===== config.mk =====
export PLATFORM = sky130hd
export DESIGN_NAME = mem_access_stage
export DESIGN_NICKNAME = d
export VERILOG_FILES = /design/src/rtl/mem_access_stage.sv
export SDC_FILE = /design/constraint.sdc
export NUM_CORES = 1
export LEC_CHECK = 0
export ABC_CLOCK_PERIOD_IN_PS = 3400
export CAP_MARGIN = 20
export CORE_MARGIN = 4
export CORE_UTILIZATION = 28
export DETAILED_ROUTE_END_ITERATION = 10
export GPL_TIMING_DRIVEN = 1
export RECOVER_POWER = 100
export SKIP_LAST_GASP = 1
export SYNTH_ARGS = -nofsm -noshare
export SYNTH_HDL_FRONTEND = slang
export SYNTH_SLANG_ARGS = --single-unit

===== constraint.sdc =====
create_clock -name clk -period 3.4 [get_ports clk]
set_input_delay 0.68 -clock clk [delete_from_list [all_inputs] [get_ports clk]]
set_output_delay 0.68 -clock clk [all_outputs]
set_load 0.03 [all_outputs]

===== src/rtl/mem_access_stage.sv =====
// Memory-access pipeline stage: drives the data-memory req/gnt/rvalid handshake for
// loads and stores, aligns load data and registers the MEM/WB write-back value.
module mem_access_stage #(
  parameter int XLEN = 32
) (
  input  logic            clk,
  input  logic            rst,
  input  logic            ex_valid,
  input  logic [XLEN-1:0] alu_res,
  input  logic [XLEN-1:0] next_sel_addr,
  input  logic [XLEN-1:0] store_data,
  input  logic            mem_read,
  input  logic            mem_write,
  input  logic [2:0]      funct3,
  input  logic [1:0]      wb_sel,
  input  logic [4:0]      rd,
  input  logic            reg_write,
  output logic            stall_out,
  output logic            dmem_req,
  output logic            dmem_we,
  output logic [XLEN-1:0] dmem_addr,
  output logic [XLEN-1:0] dmem_wdata,
  output logic [3:0]      dmem_wmask,
  input  logic            dmem_gnt,
  input  logic            dmem_rvalid,
  input  logic [XLEN-1:0] dmem_rdata,
  output logic            wb_valid,
  output logic [4:0]      wb_rd,
  output logic            wb_reg_write,
  output logic [XLEN-1:0] wb_data,
  output logic            misalign_err
);

  typedef enum logic [1:0] {IDLE, REQ, RESP} state_t;

  state_t state, state_nxt;

  logic            memop, aligned, done, start;
  logic [1:0]      size, off;
  logic [4:0]      cap_rd;
  logic            cap_reg_write, cap_uns;
  logic [1:0]      cap_size, cap_off, cap_wb_sel;
  logic [XLEN-1:0] cap_alu, cap_link, load_val, cmpl_data;

  function automatic logic is_aligned(input logic [1:0] sz, input logic [1:0] ofs);
    case (sz)
      2'b00:   is_aligned = 1'b1;
      2'b01:   is_aligned = ~ofs[0];
      2'b10:   is_aligned = (ofs == 2'b00);
      default: is_aligned = 1'b0;
    endcase
  endfunction

  function automatic logic [XLEN-1:0] lane_data(input logic [1:0] sz, input logic [XLEN-1:0] sd);
    case (sz)
      2'b00:   lane_data = {4{sd[7:0]}};
      2'b01:   lane_data = {2{sd[15:0]}};
      default: lane_data = sd;
    endcase
  endfunction

  function automatic logic [3:0] lane_mask(input logic [1:0] sz, input logic [1:0] ofs);
    case (sz)
      2'b00:   lane_mask = 4'b0001 << ofs;
      2'b01:   lane_mask = 4'b0011 << ofs;
      default: lane_mask = 4'b1111;
    endcase
  endfunction

  // Picks the addressed byte/halfword and sign- or zero-extends it.
  function automatic logic [XLEN-1:0] load_align(input logic [XLEN-1:0] word,
                                                  input logic [1:0] ofs,
                                                  input logic [1:0] sz,
                                                  input logic uns);
    logic signed [7:0]  b;
    logic signed [15:0] h;
    b = word[{ofs, 3'b000} +: 8];
    h = word[{ofs[1], 4'b0000} +: 16];
    case (sz)
      2'b00:   load_align = uns ? {{(XLEN-8){1'b0}}, b}  : XLEN'(b);
      2'b01:   load_align = uns ? {{(XLEN-16){1'b0}}, h} : XLEN'(h);
      default: load_align = word;
    endcase
  endfunction

  function automatic logic [XLEN-1:0] wb_mux(input logic [1:0] sel, input logic [XLEN-1:0] alu,
                                              input logic [XLEN-1:0] ld, input logic [XLEN-1:0] link);
    case (sel)
      2'b01:   wb_mux = ld;
      2'b10:   wb_mux = link;
      default: wb_mux = alu;
    endcase
  endfunction

  assign memop     = ex_valid & (mem_read | mem_write);
  assign size      = funct3[1:0];
  assign off       = alu_res[1:0];
  assign aligned   = is_aligned(size, off);
  assign start     = (state == IDLE) && memop && aligned;
  assign load_val  = load_align(dmem_rdata, cap_off, cap_size, cap_uns);
  assign cmpl_data = wb_mux(cap_wb_sel, cap_alu, load_val, cap_link);

  always_comb begin
    state_nxt = state;
    done      = 1'b0;
    case (state)
      IDLE: if (memop && aligned) state_nxt = REQ;
      REQ: begin
        if (dmem_gnt) begin
          if (dmem_we || dmem_rvalid) begin
            done      = 1'b1;
            state_nxt = IDLE;
          end else begin
            state_nxt = RESP;
          end
        end
      end
      RESP: begin
        if (dmem_rvalid) begin
          done      = 1'b1;
          state_nxt = IDLE;
        end
      end
      default: state_nxt = IDLE;
    endcase
  end

  assign stall_out = !rst && ((state == IDLE) ? (memop && aligned) : !done);

  always_ff @(posedge clk) begin
    if (rst) state <= IDLE;
    else     state <= state_nxt;
  end

  // Captured request context: held until the access completes.
  always_ff @(posedge clk) begin
    if (start) begin
      cap_rd        <= rd;
      cap_reg_write <= reg_write;
      cap_uns       <= funct3[2];
      cap_size      <= size;
      cap_off       <= off;
      cap_wb_sel    <= wb_sel;
      cap_alu       <= alu_res;
      cap_link      <= next_sel_addr;
    end
  end

  always_ff @(posedge clk) begin
    if (rst) begin
      dmem_req     <= 1'b0;
      dmem_we      <= 1'b0;
      dmem_addr    <= '0;
      dmem_wdata   <= '0;
      dmem_wmask   <= 4'b0000;
      wb_valid     <= 1'b0;
      wb_rd        <= 5'd0;
      wb_reg_write <= 1'b0;
      wb_data      <= '0;
      misalign_err <= 1'b0;
    end else begin
      misalign_err <= 1'b0;
      case (state)
        IDLE: begin
          if (!memop) begin
            wb_valid     <= ex_valid;
            wb_rd        <= rd;
            wb_reg_write <= reg_write;
            wb_data      <= wb_mux(wb_sel, alu_res, alu_res, next_sel_addr);
          end else if (!aligned) begin
            wb_valid     <= 1'b1;
            wb_rd        <= rd;
            wb_reg_write <= 1'b0;
            wb_data      <= alu_res;
            misalign_err <= 1'b1;
          end else begin
            wb_valid     <= 1'b0;
            dmem_req     <= 1'b1;
            dmem_we      <= mem_write;
            dmem_addr    <= {alu_res[XLEN-1:2], 2'b00};
            dmem_wdata   <= lane_data(size, store_data);
            dmem_wmask   <= mem_write ? lane_mask(size, off) : 4'b0000;
          end
        end
        REQ, RESP: begin
          if (done) begin
            wb_valid     <= 1'b1;
            wb_rd        <= cap_rd;
            wb_reg_write <= cap_reg_write & ~dmem_we;
            wb_data      <= cmpl_data;
            dmem_req     <= 1'b0;
          end else begin
            wb_valid <= 1'b0;
            if (state == REQ && dmem_gnt) dmem_req <= 1'b0;
          end
        end
        default: wb_valid <= 1'b0;
      endcase
    end
  end

endmodule


==> flow_summary.yaml, run 1 <==
status:
  outcome: "finished with violations"
  violations: "capacitance limit, slew limit"
detailed_routing:
  wl_per_cell_um: 19.7
  vias_per_cell: 5.06
  drc_errors: 0
  first_iter_violations: 500
  vias: 7710
  antenna_left: 0
  first_pass_iters: 5
  routed_wirelength_um: 30100
yosys:
  async_flop_share: 0
  synth.top_cells.by_area: "edfxtp_1, dfxtp_1, nand2_1"
  synth_area_sq_um: 8660
  synth_cell_types: 60
  synth-seq-cells: 185
  synth.avg_cell_area_sq_um: 9.78
  synth_edf_count: 75
  syn_inst: 886
  synth_top_area_frac: 0.260
  ys_seq_area_frac: 0.514
  ys_warn_count: 0
  yosys_most_used_dff: "dfxtp_1"
  synth_area_leader_cell: "edfxtp_1"
place:
  io_buffer_count: 254
  gp_congestion: 0.846
  hpwl_um: 21800
timing:
  finalSetupViolations: 0
  hold_viol: 0
  rsz0062_at_grt: "no"
  slew_headroom: -0.164
  clock_skew_ns: 0.0132
  tns_ns: 0
  whs_ns: 0.451
  period_share: 0.933
  min_period_ns: 3.17
  max_freq_ghz: 0.315
  slew_viol_final: 39
  worstMarginPinSlew_ns: 1.75
finish:
  syn_to_final_growth_pct: 39.9
  final_cell_mix: "dlygate4sd3_1, nand2_1, dfxtp_1"
  layout_commonest_cell: "dlygate4sd3_1"
  layout.nets: 1263
  drive_above_1_share: 0.0836
floorplan:
  core_area_sq_um: 30600
  num_rows: 64
  die_area_sq_um: 33800
  die_h_um: 184
  io_pins: 257
  start_util: 0.283
  die_x_um: 184
job:
  drv_cap: 1
critical_path:
  required_ns: 2.72
  critical_path.max_fanout: 8
  critPathArrivalTime_ns: 2.49
  crit_type: "input port to output port"
  worstSetupStartpointType: "input port"
  worstSetupEndpointType: "output port"
grt:
  overflow: 0
  grt_pass1_wl_um: 45700
  first_global_vias: 7762
  grtUsageTotal: 0.174
  grt_max_degree: 60
  antenna_found_initial: 8
clock_network:
  cts_resized: 0
  holdBufCountCts: 0
  clkTransAtPathRegs_ns: 0.07
  cts_num_sinks: 185
  cts_setup_buffers: 0
  clk_path_buf_depth: 2
  cts-buffers-inserted: 17
  clock-root-buffer: "clkbuf_16"
  clk-insertion-delay-late_ns: 0.43
  cts_max_level: 4
  cts_tree: "built"
power:
  p_leak_nw: 4.46
  ir_drop_mv: 0.292
  power.density_nw_per_um2: 476
worst_hold_path:
  hold_class: "flip-flop to flip-flop"
==> metrics by stage <==
step	utilization	total power, mW	cells	instance area [sq um]	worst slack (ns)
2_1_floorplan	-	3.28	887	8660	0.507
3_3_place_gp	0.381	3.89	1488	11700	0.346
3_5_place_dp	0.381	3.91	1488	11700	0.273
4_1_cts	0.400	5.93	1520	12200	0.267
5_1_grt	0.396	6.04	1525	12100	0.0967
6_report	0.396	5.77	1525	12100	0.229
==> layout make-up <==
cell class / instances / area (sq um)
Clock inverter: 8 / 82.6
Antenna cell: 5 / 12.5
Inverter: 11 / 46.3
Sequential cell: 185 / 4450
Timing Repair Buffer: 281 / 2730
Clock buffer: 24 / 493
Fill cell: 3021 / 18500
Multi-Input combinational cell: 615 / 3800
Tap cell: 396 / 495
==> critical path, cell delays in order <==
cell           delay [ns]
dlygate4sd3_1        0.72
a21oi_1              0.17
or2_2                0.34
a21boi_0             0.27
nor3_1               0.09
clkbuf_2             0.22
==> registers in the layout (all words and copies together) (netlist names) <==
name,cells
cap_link,32
dmem_wdata,32
wb_data,32
cap_alu,31
dmem_addr,30
cap_rd,5
wb_rd,5
dmem_wmask,4
cap_size,2
cap_wb_sel,2
state,2
cap_off,1
cap_reg_write,1
cap_uns,1
dmem_req,1
dmem_we,1
misalign_err,1
wb_reg_write,1
wb_valid,1
==> layer usage <==
| layer | share of wire | vias up | routed length, um | GRT usage |
|---|---|---|---|---|
| li1 | - | 3724 | - | - |
| met1 | 0.44 | 3701 | 13200 | 0.229 |
| met2 | 0.48 | 261 | 14400 | 0.285 |
| met3 | 0.072 | 20 | 2150 | 0.0520 |
| met4 | 0.011 | 4 | 324 | 0.0334 |
| met5 | 0.00050 | - | 15 | 0 |
==> cell usage after synthesis, types with 20 or more instances <==
master,instances
clkbuf_1,46
buf_2,22
a211oi_1,20
mux2_2,25
a21oi_1,61
a221oi_1,23
dfxtp_1,110
a311oi_1,26
nor2_1,50
edfxtp_1,75
nand2_1,158
o21ai_0,44
mux2i_1,29
o22ai_1,27
==> where the power goes <==
part | switching, mW | internal [mW]
sequential | 0.0815 | 2.47
clock | 0.903 | 1.11
combinational | 0.722 | 0.492
total | 1.71 | 4.07
==> worst paths after layout <==
path / start / endpoint / slack, ns / cells past startpoint
worst max-delay path: alu_res[0] / stall_out / 0.23 / 6
worst min-delay path: dmem_addr[12] / dmem_addr[12] / 0.45 / 2
worst max register to register: state[0] / wb_data[7] / 0.87 / 8
worst min register to register: dmem_addr[12] / dmem_addr[12] / 0.45 / 2
==> cells by family (layout without fill, tap and decap cells) <==
family                   after synthesis  after routing  synth area share
buffers and inverters                 87            324            0.0441
AND/OR/NAND/NOR                      282            282             0.149
AO/OA/AOI/OAI                        269            269             0.214
adder cells (fa/ha/maj)                6              6           0.00867
other                                  1              7          0.000433
multiplexers                          56             56            0.0695
flip-flops                           185            185             0.514
Note: power is estimated with default switching activity, not from simulation.
==> run 2, diff against run 1 <==
- PLACE_DENSITY: not set -> 0.6
==> results of run 2 <==
The final DEF is identical to that of run 1; final timing and power are the same.
